===== src/rtl/count_glyph_stream.sv =====
// Move counter plus a seven-segment glyph renderer that streams one bitmap row per handshake.
// Rows are computed from segment geometry, so any glyph size with room for the margin works.
module count_glyph_stream #(
   parameter int unsigned GLYPH_W   = 25,
   parameter int unsigned GLYPH_H   = 25,
   parameter int unsigned MARGIN    = 3,
   parameter int unsigned MAX_COUNT = 9,
   localparam int unsigned IdxW     = $clog2(GLYPH_H)
) (
   input  logic                clk_i,
   input  logic                reset_i,
   input  logic                incr_i,
   input  logic                clear_i,
   input  logic                start_i,
   input  logic                row_ready_i,
   output logic [3:0]          count_o,
   output logic                wrap_o,
   output logic                busy_o,
   output logic                row_valid_o,
   output logic [GLYPH_W-1:0]  row_data_o,
   output logic [IdxW-1:0]     row_idx_o,
   output logic                row_last_o,
   output logic                frame_done_o
);

   localparam int unsigned ColL = MARGIN;
   localparam int unsigned ColR = GLYPH_W - 1 - MARGIN;
   localparam int unsigned RowT = MARGIN;
   localparam int unsigned RowB = GLYPH_H - 1 - MARGIN;
   localparam int unsigned RowM = GLYPH_H / 2;
   localparam logic [GLYPH_W-1:0] MsbOne = {1'b1, {(GLYPH_W-1){1'b0}}};

   if (GLYPH_W < 2 * MARGIN + 3) begin : g_bad_width
      $error("GLYPH_W too small for MARGIN");
   end
   if (GLYPH_H < 2 * MARGIN + 3) begin : g_bad_height
      $error("GLYPH_H too small for MARGIN");
   end
   if (MAX_COUNT > 9) begin : g_bad_max
      $error("MAX_COUNT must not exceed 9");
   end

   typedef enum logic [0:0] {StIdle, StStream} state_e;

   state_e              state_q, state_d;
   logic [3:0]          count_q, count_d;
   logic                wrap_q, wrap_d;
   logic [3:0]          digit_q, digit_d;
   logic                row_valid_q, row_valid_d;
   logic [GLYPH_W-1:0]  row_data_q, row_data_d;
   logic [IdxW-1:0]     row_idx_q, row_idx_d;
   logic                row_last_q, row_last_d;
   logic                frame_done_q, frame_done_d;
   logic [3:0]          rnd_digit;
   logic [IdxW-1:0]     rnd_row;
   logic [GLYPH_W-1:0]  rnd_data;

   // Segment order {a,b,c,d,e,f,g}; 0 in row_data means a lit pixel.
   function automatic logic [GLYPH_W-1:0] render(input logic [3:0] dig,
                                                 input logic [IdxW-1:0] row);
      logic [6:0]         seg;
      logic [GLYPH_W-1:0] bits;
      int unsigned        y;
      logic               lit;
      case (dig)
         4'd0:    seg = 7'b1111110;
         4'd1:    seg = 7'b0110000;
         4'd2:    seg = 7'b1101101;
         4'd3:    seg = 7'b1111001;
         4'd4:    seg = 7'b0110011;
         4'd5:    seg = 7'b1011011;
         4'd6:    seg = 7'b1011111;
         4'd7:    seg = 7'b1110000;
         4'd8:    seg = 7'b1111111;
         4'd9:    seg = 7'b1111011;
         default: seg = 7'b0000000;
      endcase
      y    = 32'(row);
      bits = '1;
      for (int unsigned x = 0; x < GLYPH_W; x++) begin
         lit = (seg[6] && y == RowT && x >= ColL && x <= ColR) ||
               (seg[0] && y == RowM && x >= ColL && x <= ColR) ||
               (seg[3] && y == RowB && x >= ColL && x <= ColR) ||
               (seg[1] && x == ColL && y >= RowT && y <= RowM) ||
               (seg[5] && x == ColR && y >= RowT && y <= RowM) ||
               (seg[2] && x == ColL && y >= RowM && y <= RowB) ||
               (seg[4] && x == ColR && y >= RowM && y <= RowB);
         if (lit) begin
            bits = bits & ~(MsbOne >> x);
         end
      end
      return bits;
   endfunction

   always_comb begin
      count_d = count_q;
      wrap_d  = 1'b0;
      if (clear_i) begin
         count_d = '0;
      end else if (incr_i) begin
         if (count_q == 4'(MAX_COUNT)) begin
            count_d = '0;
            wrap_d  = 1'b1;
         end else begin
            count_d = count_q + 4'd1;
         end
      end
   end

   // One renderer shared between the first row (from count) and later rows (from the snapshot).
   always_comb begin
      rnd_digit = (state_q == StIdle) ? count_q : digit_q;
      rnd_row   = (state_q == StIdle) ? '0 : row_idx_q + 1'b1;
      rnd_data  = render(rnd_digit, rnd_row);
   end

   always_comb begin
      state_d      = state_q;
      digit_d      = digit_q;
      row_valid_d  = row_valid_q;
      row_data_d   = row_data_q;
      row_idx_d    = row_idx_q;
      row_last_d   = row_last_q;
      frame_done_d = 1'b0;
      unique case (state_q)
         StIdle: begin
            if (start_i) begin
               state_d     = StStream;
               digit_d     = count_q;
               row_valid_d = 1'b1;
               row_idx_d   = '0;
               row_data_d  = rnd_data;
               row_last_d  = 1'b0;
            end
         end
         StStream: begin
            if (row_ready_i) begin
               if (row_last_q) begin
                  state_d      = StIdle;
                  row_valid_d  = 1'b0;
                  row_idx_d    = '0;
                  row_data_d   = '1;
                  row_last_d   = 1'b0;
                  frame_done_d = 1'b1;
               end else begin
                  row_idx_d  = rnd_row;
                  row_data_d = rnd_data;
                  row_last_d = (rnd_row == IdxW'(GLYPH_H - 1));
               end
            end
         end
         default: state_d = StIdle;
      endcase
   end

   always_ff @(posedge clk_i) begin
      if (reset_i) begin
         state_q      <= StIdle;
         count_q      <= '0;
         wrap_q       <= 1'b0;
         digit_q      <= '0;
         row_valid_q  <= 1'b0;
         row_data_q   <= '1;
         row_idx_q    <= '0;
         row_last_q   <= 1'b0;
         frame_done_q <= 1'b0;
      end else begin
         state_q      <= state_d;
         count_q      <= count_d;
         wrap_q       <= wrap_d;
         digit_q      <= digit_d;
         row_valid_q  <= row_valid_d;
         row_data_q   <= row_data_d;
         row_idx_q    <= row_idx_d;
         row_last_q   <= row_last_d;
         frame_done_q <= frame_done_d;
      end
   end

   assign count_o      = count_q;
   assign wrap_o       = wrap_q;
   assign busy_o       = (state_q == StStream);
   assign row_valid_o  = row_valid_q;
   assign row_data_o   = row_data_q;
   assign row_idx_o    = row_idx_q;
   assign row_last_o   = row_last_q;
   assign frame_done_o = frame_done_q;

endmodule


===== config.mk =====
export PLATFORM = sky130hd
export DESIGN_NAME = count_glyph_stream
export DESIGN_NICKNAME = d
export VERILOG_FILES = /design/src/rtl/count_glyph_stream.sv
export SDC_FILE = /design/constraint.sdc
export NUM_CORES = 1
export LEC_CHECK = 0
export ABC_CLOCK_PERIOD_IN_PS = 6300
export BUFFER_PORTS_ARGS = -buffer_cell sky130_fd_sc_hd__buf_2
export CORE_UTILIZATION = 41
export CTS_CLUSTER_SIZE = 24
export DETAILED_ROUTE_END_ITERATION = 16
export PLACE_DENSITY = 0.76
export SYNTH_ARGS = -nofsm -noshare
export SYNTH_HDL_FRONTEND = slang
export SYNTH_SLANG_ARGS = --single-unit

===== constraint.sdc =====
create_clock -name clk_i -period 6.3 [get_ports clk_i]
set_input_delay 0.315 -clock clk_i [delete_from_list [all_inputs] [get_ports clk_i]]
set_output_delay 0.315 -clock clk_i [all_outputs]
set_load 0.005 [all_outputs]

==> results.cfg <==
[status]
status = finished clean

[placed_design]
port_buffers = 38
routabilityCongestion = 0.905
dp_hpwl_microns = 2490

[critical_path]
r2r_start = busy_o$_SDFF_PP0_
slowest_stage = dfxtp_1
path_max_fanout = 29
cp.required_ns = 6.43
cpPeakStageDelay_ns = 0.95
critPathArrivalTime_ns = 3.04
startpoint_type = register
cp-end-kind = register
path_cells = mux2i_1, inv_1, ha_1, nor2_1, a211oi_1, or4_1, a31oi_1, a2111oi_0
path_class = reg2reg
cp-startpoint = busy_o$_SDFF_PP0_

[synthesis]
synth_edf_count = 0
ys_seq_area_frac = 0.255
yosysUniqueCellTypes = 47
synthArstFlopShare = 0
synth_area_sq_um = 1650
ys_warn_count = 0
syn_area_per_cell_sq_um = 7.62
syn_inst = 216
synth_top_flop_cell = dfxtp_1
synth-seq-cells = 21

[clock_network]
cts_buffer_depth = 2
cts_tree = done
root_buffer = clkbuf_8
hold_buffers = 0
postCtsSetupBuffers = 0
insertion_delay_ns = 0.26
cts_sinks = 21
cts_buffers = 3
cts.clk_slew.worst_paths_ns = 0.09
post_cts_resize_count = 0
cts.htree.levels = 1

[drt]
vias = 1482
wire_per_inst_microns = 12.3
drc = 0
drt-pass1-iter-count = 4
via_per_inst = 5.37
routed_wl_microns = 3400
ant_nets = 0
drt_iter0_markers = 58

[die]
die-area_sq_um = 4270
initial_utilization = 0.440
core_area_sq_um = 3740
ios = 45
rows = 22
die_y_microns = 65.4
die_w_microns = 65.4

[final_layout]
layout_common_cells = 38 x buf_2, 21 x nand2_1, 21 x dfxtp_1, 19 x a21oi_1, 18 x nor2_1
final_core_util = 0.461
final_common_cell = buf_2
drive_gt1_frac = 0.219
antenna_cells = 0
finalNetCount = 241
area_growth_pct = 4.86

[pwr]
p_per_area_nw_per_um2 = 153
irDropWorstVdd_mv = 0.116
p_leak_nw = 0.687

[timing]
hold_viol = 0
period_share = 0.461
max_freq_ghz = 0.345
fin_skew_ns = 0.00803
tns_ns = 0
relSlewSlack = 0.368
grt_setup_unrepaired = no
drv_slew = 0
worst_slew_pin_slew_ns = 0.947
min_period_ns = 2.90
setup-violations-final = 0

[global_routing]
grt_antenna_before_repair = 0
grt_use_total = 0.165
grt_pass1_vias = 1257
grt_first_pass_wirelength_microns = 5710
grt_overflow_total = 0
grt_max_degree = 30

[min_path]
worstHoldStart = clear_i
hold_path.class = in2reg

[job]
drv_cap = 0
[power by group]
group | switching (W) | leakage (nW) | total, W | internal, W
sequential | 0.00000656 | 0.170 | 0.000142 | 0.000135
combinational | 0.0000187 | 0.491 | 0.0000323 | 0.0000136
clock | 0.0000459 | 0.0255 | 0.0000899 | 0.0000440
[registers in the layout (all words and copies together) (netlist names)]
register and flops:
wrap_o 1, row_last_o 1, digit_q 4, row_valid_o 1
row_data_o 3, count_o 4, busy_o 1, frame_done_o 1
row_idx_o 5
[cell usage after synthesis, drive strengths merged, types with 6 or more instances]
cell type | number | area share
nor2b | 7 | 0.027
ha | 6 | 0.046
nor3 | 10 | 0.033
buf | 31 | 0.13
mux2i | 7 | 0.043
nor2 | 18 | 0.041
inv | 6 | 0.014
dfxtp | 21 | 0.26
o21ai | 8 | 0.024
nand2 | 21 | 0.048
a21oi | 19 | 0.058
[worst paths after layout]
| path | depth (start not counted) | slack, ns | end |
|---|---|---|---|
| max | 8 | 3.40 | row_data_o[21]$_SDFFE_PP1P_ |
| max reg2reg | 8 | 3.40 | row_data_o[21]$_SDFFE_PP1P_ |
| min | 2 | 0.25 | count_o[0]$_SDFFE_PP0P_ |
| min reg2reg | 2 | 0.46 | digit_q[0]$_SDFFE_PP0P_ |
[cell families after synthesis]
family,after synthesis,share of synthesized area
xor+xnor,5,0.0266
simple gates,87,0.277
buf+inv,41,0.157
flops,21,0.255
other cells,1,0.00228
mux,9,0.0585
fa+ha+maj,6,0.0456
compound gates,46,0.179
[worst max-delay path, delay by kind of cell, from the launching register on]
| kind | cells | cell delay [ns] |
|---|---|---|
| compound gates | 3 | 0.41 |
| fa+ha+maj | 1 | 0.23 |
| buf+inv | 1 | 0.12 |
| flops | 1 | 0.95 |
| mux | 1 | 0.46 |
| simple gates | 2 | 0.61 |
[layout make-up]
cell class	instances	area, sq um
fill	378	2020
multi-input combinational	159	987
sequential	21	420
timing repair buffer	38	190
tap	48	60.1
clock buffer	3	41.3
inverter	6	22.5
clock inverter	1	5.00
[per-layer routing]
layer	part of all wire	track usage	up-vias	wire length, microns
li1	-	-	753	-
met1	0.48	0.225	672	1630
met2	0.46	0.274	57	1550
met3	0.064	0.0226	0	219
met4	0	0.0380	0	0
met5	0	0	-	0
[stage by stage]
step / hold WS, ns / worst slack (ns) / instance area [sq um] / power [W] / instances
global route: 0.248 / 3.10 / 1730 / 0.000278 / 276
CTS: 0.251 / 3.44 / 1730 / 0.000266 / 276
global placement: 0.455 / 3.63 / 1680 / 0.000176 / 272
floorplan: 0.392 / 3.87 / 1670 / 0.000171 / 221
detailed placement: 0.449 / 3.43 / 1680 / 0.000177 / 272
finish: 0.254 / 3.40 / 1730 / 0.000264 / 276
Power figures use the tool's default switching activity.
